### src/rtl/fp_divider_if.sv
// Operand/result handshake bundle for fp_divider.
// master drives operands and out_ready; slave is the divider.
interface fp_divider_if;
    logic [31:0] input_a;
    logic [31:0] input_b;
    logic        in_valid;
    logic        in_ready;
    logic [31:0] output_z;
    logic        div_by_zero;
    logic        out_valid;
    logic        out_ready;

    modport master (
        output input_a, input_b, in_valid, out_ready,
        input  in_ready, output_z, div_by_zero, out_valid
    );

    modport slave (
        input  input_a, input_b, in_valid, out_ready,
        output in_ready, output_z, div_by_zero, out_valid
    );
endinterface

### src/rtl/fp_divider.sv
// Iterative IEEE-754 single-precision divider, restoring radix-2, one quotient bit per cycle.
// Define FP_DIV_SUBNORMAL_EN for subnormal inputs and gradual underflow; otherwise subnormals flush to zero.
module fp_divider (
    input  logic        clk,
    input  logic        rst,
    fp_divider_if.slave bus
);
    // state    | meaning
    // IDLE     | in_ready high, waiting for operands
    // UNPACK   | classify operands, resolve special cases
    // NORM     | normalize mantissas, form exponent difference
    // DIVIDE   | 27 restoring iterations
    // POSTNORM | align quotient, extract guard/round/sticky, denormalize
    // ROUND    | round to nearest even
    // PACK     | assemble result, raise out_valid
    // OUT      | hold result until out_ready
    typedef enum logic [2:0] {IDLE, UNPACK, NORM, DIVIDE, POSTNORM, ROUND, PACK, OUT} state_t;

    localparam logic signed [9:0] E_MIN     = -10'sd126;
    localparam logic signed [9:0] E_MAX     = 10'sd127;
    localparam logic [31:0]       CANON_NAN = 32'hFFC00000;

    state_t            state;
    logic [31:0]       a_r, b_r, special_z, output_z_r;
    logic              z_s, special, dbz_r, dbz_out, in_ready_r, out_valid_r;
    logic [23:0]       ma, mb, m;
    logic signed [9:0] ea, eb, e;
    logic [26:0]       q;
    logic [25:0]       rem;
    logic [4:0]        cnt;
    logic              guard_b, round_b, sticky_b;

    assign bus.in_ready    = in_ready_r;
    assign bus.out_valid   = out_valid_r;
    assign bus.output_z    = output_z_r;
    assign bus.div_by_zero = dbz_out;

    logic [7:0]  a_exp, b_exp;
    logic [22:0] a_man, b_man;
    logic        a_zero, b_zero, a_inf, b_inf, a_nan, b_nan, is_special, zs_c;

    assign a_exp = a_r[30:23];
    assign b_exp = b_r[30:23];
    assign a_man = a_r[22:0];
    assign b_man = b_r[22:0];
    assign zs_c  = a_r[31] ^ b_r[31];
`ifdef FP_DIV_SUBNORMAL_EN
    assign a_zero = (a_exp == 8'd0) && (a_man == 23'd0);
    assign b_zero = (b_exp == 8'd0) && (b_man == 23'd0);
`else
    assign a_zero = (a_exp == 8'd0);
    assign b_zero = (b_exp == 8'd0);
`endif
    assign a_inf = (a_exp == 8'hFF) && (a_man == 23'd0);
    assign b_inf = (b_exp == 8'hFF) && (b_man == 23'd0);
    assign a_nan = (a_exp == 8'hFF) && (a_man != 23'd0);
    assign b_nan = (b_exp == 8'hFF) && (b_man != 23'd0);
    assign is_special = a_zero | b_zero | a_inf | b_inf | a_nan | b_nan;

    logic [23:0]       ma_n, mb_n;
    logic signed [9:0] ea_n, eb_n;
`ifdef FP_DIV_SUBNORMAL_EN
    function automatic logic [4:0] lead_zeros(input logic [23:0] v);
        logic [4:0] n;
        n = 5'd0;
        for (int i = 0; i < 24; i++)
            if (v[i]) n = 5'(23 - i);
        return n;
    endfunction

    logic [4:0] sh_a, sh_b;
    always_comb begin
        sh_a = lead_zeros(ma);
        sh_b = lead_zeros(mb);
        ma_n = ma << sh_a;
        mb_n = mb << sh_b;
        ea_n = ea - 10'(sh_a);
        eb_n = eb - 10'(sh_b);
    end
`else
    assign ma_n = ma;
    assign mb_n = mb;
    assign ea_n = ea;
    assign eb_n = eb;
`endif

    logic              rem_ge;
    assign rem_ge = (rem >= {2'b00, mb});

    // pv packs {mantissa, guard, round, sticky} so the denormal shift can fold lost bits into sticky
    logic [26:0]       qn, pv, pv_sh;
    logic signed [9:0] pe;
`ifdef FP_DIV_SUBNORMAL_EN
    logic signed [9:0] pe_d;
    logic [4:0]        psh;
    logic [26:0]       pmask;
    logic              plost;
`endif
    always_comb begin
        qn    = q[26] ? q : {q[25:0], 1'b0};
        pe    = q[26] ? e : e - 10'sd1;
        pv    = {qn[26:1], qn[0] | (rem != 26'd0)};
        pv_sh = pv;
`ifdef FP_DIV_SUBNORMAL_EN
        pe_d  = 10'sd0;
        psh   = 5'd0;
        pmask = 27'd0;
        plost = 1'b0;
        if (pe < E_MIN) begin
            pe_d  = E_MIN - pe;
            psh   = (pe_d > 10'sd27) ? 5'd27 : pe_d[4:0];
            pmask = (27'd1 << psh) - 27'd1;
            plost = |(pv & pmask);
            pv_sh = (pv >> psh) | {26'd0, plost};
            pe    = E_MIN;
        end
`endif
    end

    logic [24:0] m_sum;
    logic [7:0]  exp_field;
    assign m_sum     = {1'b0, m} + {24'd0, guard_b & (round_b | sticky_b | m[0])};
    assign exp_field = e[7:0] + 8'd127;

    always_ff @(posedge clk or negedge rst) begin
        if (!rst) begin
            state       <= IDLE;
            a_r         <= '0;
            b_r         <= '0;
            special_z   <= '0;
            output_z_r  <= '0;
            z_s         <= 1'b0;
            special     <= 1'b0;
            dbz_r       <= 1'b0;
            dbz_out     <= 1'b0;
            in_ready_r  <= 1'b0;
            out_valid_r <= 1'b0;
            ma          <= '0;
            mb          <= '0;
            m           <= '0;
            ea          <= '0;
            eb          <= '0;
            e           <= '0;
            q           <= '0;
            rem         <= '0;
            cnt         <= '0;
            guard_b     <= 1'b0;
            round_b     <= 1'b0;
            sticky_b    <= 1'b0;
        end else begin
            case (state)
                IDLE: begin
                    if (bus.in_valid && in_ready_r) begin
                        a_r        <= bus.input_a;
                        b_r        <= bus.input_b;
                        in_ready_r <= 1'b0;
                        state      <= UNPACK;
                    end else begin
                        in_ready_r <= 1'b1;
                    end
                end
                UNPACK: begin
                    z_s     <= zs_c;
                    ma      <= {a_exp != 8'd0, a_man};
                    mb      <= {b_exp != 8'd0, b_man};
                    ea      <= (a_exp == 8'd0) ? E_MIN : {2'b00, a_exp} - 10'd127;
                    eb      <= (b_exp == 8'd0) ? E_MIN : {2'b00, b_exp} - 10'd127;
                    special <= is_special;
                    dbz_r   <= 1'b0;
                    if (a_nan | b_nan | (a_zero & b_zero) | (a_inf & b_inf)) begin
                        special_z <= CANON_NAN;
                    end else if (a_inf | b_zero) begin
                        special_z <= {zs_c, 8'hFF, 23'd0};
                        dbz_r     <= b_zero & ~a_inf;
                    end else begin
                        special_z <= {zs_c, 31'd0};
                    end
                    state <= is_special ? PACK : NORM;
                end
                NORM: begin
                    rem   <= {2'b00, ma_n};
                    mb    <= mb_n;
                    e     <= ea_n - eb_n;
                    q     <= '0;
                    cnt   <= '0;
                    state <= DIVIDE;
                end
                DIVIDE: begin
                    rem <= (rem_ge ? rem - {2'b00, mb} : rem) << 1;
                    q   <= {q[25:0], rem_ge};
                    cnt <= cnt + 5'd1;
                    if (cnt == 5'd26) state <= POSTNORM;
                end
                POSTNORM: begin
                    m        <= pv_sh[26:3];
                    guard_b  <= pv_sh[2];
                    round_b  <= pv_sh[1];
                    sticky_b <= pv_sh[0];
                    e        <= pe;
                    state    <= ROUND;
                end
                ROUND: begin
                    if (m_sum[24]) begin
                        m <= 24'h800000;
                        e <= e + 10'sd1;
                    end else begin
                        m <= m_sum[23:0];
                    end
                    state <= PACK;
                end
                PACK: begin
                    out_valid_r <= 1'b1;
                    dbz_out     <= special & dbz_r;
                    if (special)
                        output_z_r <= special_z;
                    else if (e > E_MAX)
                        output_z_r <= {z_s, 8'hFF, 23'd0};
                    else if (e < E_MIN)
                        output_z_r <= {z_s, 31'd0};
                    else if (!m[23])
                        output_z_r <= {z_s, 8'd0, m[22:0]};
                    else
                        output_z_r <= {z_s, exp_field, m[22:0]};
                    state <= OUT;
                end
                OUT: begin
                    if (bus.out_ready) begin
                        out_valid_r <= 1'b0;
                        in_ready_r  <= 1'b1;
                        state       <= IDLE;
                    end
                end
                default: state <= IDLE;
            endcase
        end
    end
endmodule

### src/flat_wrapper.sv
// flat-port wrapper written by rule: the top's interface ports become plain ports
module fp_divider_flat 
  (clk, rst, bus_input_a, bus_input_b, bus_in_valid, bus_out_ready, bus_in_ready, bus_output_z, bus_div_by_zero, bus_out_valid);
  fp_divider_if bus_i ();
  input  logic clk;
  input  logic rst;
  input wire logic [$bits(bus_i.input_a)-1:0] bus_input_a;
  input wire logic [$bits(bus_i.input_b)-1:0] bus_input_b;
  input wire logic [$bits(bus_i.in_valid)-1:0] bus_in_valid;
  input wire logic [$bits(bus_i.out_ready)-1:0] bus_out_ready;
  output wire logic [$bits(bus_i.in_ready)-1:0] bus_in_ready;
  output wire logic [$bits(bus_i.output_z)-1:0] bus_output_z;
  output wire logic [$bits(bus_i.div_by_zero)-1:0] bus_div_by_zero;
  output wire logic [$bits(bus_i.out_valid)-1:0] bus_out_valid;
  assign bus_i.input_a = bus_input_a;
  assign bus_i.input_b = bus_input_b;
  assign bus_i.in_valid = bus_in_valid;
  assign bus_i.out_ready = bus_out_ready;
  assign bus_in_ready = bus_i.in_ready;
  assign bus_output_z = bus_i.output_z;
  assign bus_div_by_zero = bus_i.div_by_zero;
  assign bus_out_valid = bus_i.out_valid;
  fp_divider u_core (.clk(clk), .rst(rst), .bus(bus_i));
endmodule
### config.mk
export PLATFORM = sky130hd
export DESIGN_NAME = fp_divider_flat
export DESIGN_NICKNAME = d
export VERILOG_FILES = /design/src/rtl/fp_divider_if.sv /design/src/rtl/fp_divider.sv /design/src/flat_wrapper.sv
export SDC_FILE = /design/constraint.sdc
export NUM_CORES = 1
export LEC_CHECK = 0
export BUFFER_PORTS_ARGS = -buffer_cell sky130_fd_sc_hd__buf_4
export CAP_MARGIN = 5
export CORE_AREA = 4 4 203 205
export CTS_CLUSTER_SIZE = 16
export DETAILED_ROUTE_END_ITERATION = 6
export DIE_AREA = 0 0 207 209
export PLACE_DENSITY = 0.61
export SLEW_MARGIN = 20
export SYNTH_ARGS = -nofsm -noshare
export SYNTH_HDL_FRONTEND = slang
export SYNTH_SLANG_ARGS = --single-unit
### constraint.sdc
create_clock -name clk -period 3.3 [get_ports clk]
set_clock_uncertainty 0.1 [all_clocks]
set_input_delay 0.165 -clock clk [delete_from_list [all_inputs] [get_ports clk]]
set_output_delay 0.165 -clock clk [all_outputs]
set_load 0.01 [all_outputs]
==> summary by stage <==
Routing
In the detailed route, the total length drawn on met2 is 17290 um. The uppermost layer routed is met4. The first-pass iteration count of the detailed router is 4. Wires add up to ~35000 um. Once detail routing completed, the nets flagged for antenna violations numbered 0. The detailed router finished its first iteration with about 680 violations. The detailed router put a total of approximately 16000 um of wire on met1. The per-cell routed wire length is around 17 um. Summed over all nets, wire length on met3 after detailed routing comes to 1149 um.

The detailed-route via count is 11070. The number of DRC violations after detailed routing is 0. After detailed routing, the number of vias per cell comes to 5.162.

Place
The placement-stage worst setup slack is -0.007899 ns. Once detailed placement completed, the half-perimeter wirelength came to between 20000 and 25000 um. Once placement completed, the tool counted placed cells totaling 2020. The instance area after placement is between 15000 and 20000 um^2. The congestion estimate from routability-driven global placement came to around 0.85. The quantity of I/O buffers inserted on ports is 102.

Worst setup path
On the worst path, the slowest cell contributes a delay of ~0.43 ns. In this run the worst setup path begins at u_core.rem[0]. At the worst endpoint, the required time is approximately 3.7 ns. The top cell family by delay on the critical path is compound AO/OA/AOI/OAI gates.

The worst setup path is of the register to register kind. Along the worst path, the maximum fanout reaches 3. The signal on the critical path passes through inv_1 -> ha_1 -> inv_1 -> fa_2 -> a21oi_2 -> o211a_1 -> o211a_1 -> o41ai_4 -> a2111oi_4 -> buf_4 -> nor2_8 -> mux2_1 -> a221o_1.

The master of the slowest instance on the critical path is sky130_fd_sc_hd__o41ai_4. Data on the critical path arrives at its endpoint at about 3.5 ns. STA classifies the critical path startpoint as a register.

The buffer and inverter count on the worst path is 3. The type of element capturing the critical path is a register. The startpoint identified for the worst register-to-register timing path is u_core.rem[0].

Cells and area
Leaving out filler cells and counting taps, the final layout contains roughly 2100. The count of fill cells added during filler insertion is a little under 4000. The net count reported at finish is 1718. In the layout the commonest cells are 269 x sky130_fd_sc_hd__dfrtp_1, 201 x sky130_fd_sc_hd__nand2_1, 134 x sky130_fd_sc_hd__buf_4. The finished cells cover about 17000 um^2. The number of diodes is 0. From synthesis to final layout, the design area changed by 22.50%. The layout cell share with drive strength beyond 1 is ~17%.

Leaving out fill and tap cells, the most frequent cell in the layout is sky130_fd_sc_hd__dfrtp_1.

Clock network
At the later pin of the worst-skew pair, clock insertion delay measures approximately 0.58 ns. The buffer depth of the longest clock path is 3. The clock buffer count from CTS is 30.

The clock sink count is between 200 and 300. CTS built an H-tree with a depth of 1. TritonCTS built the clock tree. The clock tree root buffer cell is sky130_fd_sc_hd__clkbuf_16. The clock slew at the register clock pins of the worst setup and hold paths is ~0.06 ns.

Timing
The total negative slack is 0 ns. In the finished design, the share of the clock period the worst path needs comes to between 90 and 100%. The headroom to the max-slew limit is 41.25%. Setup repair after global routing left no endpoint under its margin.

The final number of hold-violating endpoints is 0. The count of pins over their slew limit is 0. The worst-margin pin slew is 0.8812 ns. The maximum frequency from static timing analysis is between 0.3 and 0.4 GHz. Setup violations remaining at the end of the flow were counted as 0.

The worst setup margin is 0.1668 ns. Hold is met by around 0.094 ns. The post-layout minimum cycle time is around 3.1 ns.

Logic synthesis
Averaged over all synthesized cells, the footprint is just under 10 um^2. The mapped cell area is about 14000 um^2. The top flip-flop cell by instance count after synthesis is sky130_fd_sc_hd__dfrtp_1. The share of synthesized area occupied by flip-flops and latches is a little under half. The Yosys step of the flow raised 0 warnings. The fraction of registers with async set/reset is 100.0%. The number of synthesized flops with an enable pin is 0.

The total of flip-flops plus latches after synthesis is around 270. Counting distinct cell types in the post-synthesis netlist gives 70. The largest total area in the synthesized netlist belongs to sky130_fd_sc_hd__dfrtp_1.

The cell count after synthesis came out at 1440. In this run the biggest area consumer among cell types represents 47.81% of the synthesized area. Synthesis produced a netlist with a net count of between 1500 and 2000. In the post-synthesis netlist, the biggest area contributors are sky130_fd_sc_hd__dfrtp_1 48%, sky130_fd_sc_hd__nand2_1 5.4%, sky130_fd_sc_hd__mux2_2 5.2%.

GRT
Global routing used approximately 16% of the available tracks. The via count of the first global-routing pass is roughly 11000. The pin count of the biggest net entering global routing is 102. The initial antenna violation count was 0. The total grt overflow is 0. The first-pass GRT wire length is 58660 um.

Floorplan
The area of the die is 43260 um^2. slightly above 100 I/O pins were placed. Measured along the x axis, the die boundary spans approximately 210 um. The floorplan has 73 rows. The floorplan step defined a core boundary enclosing 39460 um^2.

The effective utilization at floorplan is between 30% and 40%. Measured along the y axis, the die boundary spans between 200 and 250 um.

Run
Max-cap violations in this run came to 0.

Power
The leakage power summed over all cells is 0.007745 uW. The worst vdd rail ir drop is a little over 0.7 mV. The ratio of total power to cell area is 1070 nW/um^2.

Worst hold path
In this run the worst hold path is classified as input port to asynchronous set/reset pin.

Status
The flow ran to the end, and the final reports show no timing, DRC or antenna violations.
metrics by stage:
step / util, % / total power, uW
final: 43.71 / 18450
after global routing: 43.71 / 19990
after CTS: 43.59 / 18480
after detailed placement: 39.37 / 14950
after global placement: 39.37 / 14740
after floorplan: - / 12410
registers in the layout, indices dropped and copies added, names as in the netlist, 3 cells and up:
signal,flops
u_core.rem,26
u_core.e,10
u_core.ea,9
u_core.m,24
u_core.bus.output_z,32
u_core.a_r,32
u_core.q,27
u_core.b_r,32
u_core.ma,24
u_core.eb,9
u_core.cnt,5
u_core.special_z,3
u_core.state,3
u_core.mb,24
worst register-to-register path, cell delays in order, from the launching register on:
cell and delay (ns):
sky130_fd_sc_hd__dfrtp_1 0.35, sky130_fd_sc_hd__inv_1 0.05, sky130_fd_sc_hd__ha_1 0.20, sky130_fd_sc_hd__inv_1 0.07, sky130_fd_sc_hd__fa_2 0.23, sky130_fd_sc_hd__a21oi_2 0.07
sky130_fd_sc_hd__o211a_1 0.25, sky130_fd_sc_hd__o211a_1 0.26, sky130_fd_sc_hd__o41ai_4 0.43, sky130_fd_sc_hd__a2111oi_4 0.08, sky130_fd_sc_hd__buf_4 0.19, sky130_fd_sc_hd__nor2_8 0.12
sky130_fd_sc_hd__mux2_1 0.33, sky130_fd_sc_hd__a221o_1 0.31
cell type report:
type	instances	area [um^2]	share of cell area (%)
clock buffer	41	832.0	4.824
clock inverter	12	151.4	0.8778
inverter	63	240.2	1.393
multi-input combinational	1026	6839	39.65
sequential	269	6731	39.03
tap	525	656.9	3.808
timing repair buffer	208	1797	10.42
cells by family after synthesis:
logic type / synth area share [%]
DFF: 47.81
and+or+nand+nor: 13.40
AOI/OAI and AO/OA: 18.68
adders and majority gates: 4.781
muxes: 8.193
buffers and inverters: 3.963
xor gates and xnor gates: 3.172
power breakdown:
part	total (uW)	switching (uW)	internal, uW
combinational	9240	5130	4110
clock	3340	1360	1990
sequential	5870	1210	4650
metal layers:
layer | vias up | global-route usage (%)
met5 | - | 0
met4 | 0 | 3.625
met3 | 44 | 2.492
met2 | 191 | 27.41
met1 | 5362 | 21.61
li1 | 5471 | -
final timing paths:
| kind | to | slack [ns] | depth (start not counted) |
|---|---|---|---|
| max | u_core.rem[6] | 0.17 | 13 |
| min | u_core.bus.output_z[29] | 0.09 | 2 |
| max reg2reg | u_core.rem[6] | 0.17 | 13 |
| min reg2reg | u_core.ma[17] | 0.37 | 2 |
| max in group asynchronous | u_core.b_r[10] | 2.02 | 3 |
| min in group clk | u_core.b_r[2] | 0.26 | 3 |
what timing repair did:
| action | 4_1_cts | 5_1_grt |
|---|---|---|
| buffers inserted | 0 | 3 |
| endpoints found under the hold margin | 164 | 0 |
| gates cloned | 0 | 0 |
| hold buffers | 68 | 0 |
| gates resized for setup | 0 | 5 |
| pin swaps | 1 | 4 |
| setup endpoints to repair | 3 | 9 |
synth_stat cells (3+ instances only):
master and instances:
sky130_fd_sc_hd__a211oi_1 8, sky130_fd_sc_hd__a21boi_0 5, sky130_fd_sc_hd__a21o_1 17, sky130_fd_sc_hd__a21oi_1 89, sky130_fd_sc_hd__a22o_1 56, sky130_fd_sc_hd__a31oi_1 12
sky130_fd_sc_hd__and2_1 9, sky130_fd_sc_hd__and3_1 11, sky130_fd_sc_hd__and4_1 3, sky130_fd_sc_hd__buf_1 4, sky130_fd_sc_hd__buf_2 5, sky130_fd_sc_hd__clkbuf_1 72
sky130_fd_sc_hd__dfrtp_1 269, sky130_fd_sc_hd__fa_1 3, sky130_fd_sc_hd__ha_1 49, sky130_fd_sc_hd__inv_1 63, sky130_fd_sc_hd__mux2_2 65, sky130_fd_sc_hd__mux2i_1 41
sky130_fd_sc_hd__nand2_1 202, sky130_fd_sc_hd__nand2b_1 6, sky130_fd_sc_hd__nand3_1 23, sky130_fd_sc_hd__nand3b_1 5, sky130_fd_sc_hd__nand4_1 8, sky130_fd_sc_hd__nor2_1 65
sky130_fd_sc_hd__nor2b_1 13, sky130_fd_sc_hd__nor3_1 19, sky130_fd_sc_hd__nor3b_1 6, sky130_fd_sc_hd__nor4_1 21, sky130_fd_sc_hd__o211ai_1 15, sky130_fd_sc_hd__o21a_1 6
sky130_fd_sc_hd__o21ai_0 130, sky130_fd_sc_hd__o21ai_1 8, sky130_fd_sc_hd__o21bai_1 3, sky130_fd_sc_hd__o22a_1 8, sky130_fd_sc_hd__o22ai_1 10, sky130_fd_sc_hd__o31ai_1 10
sky130_fd_sc_hd__or2_2 3, sky130_fd_sc_hd__or3_1 9, sky130_fd_sc_hd__xnor2_1 35, sky130_fd_sc_hd__xor2_1 16
Power figures use the tool's default switching activity.
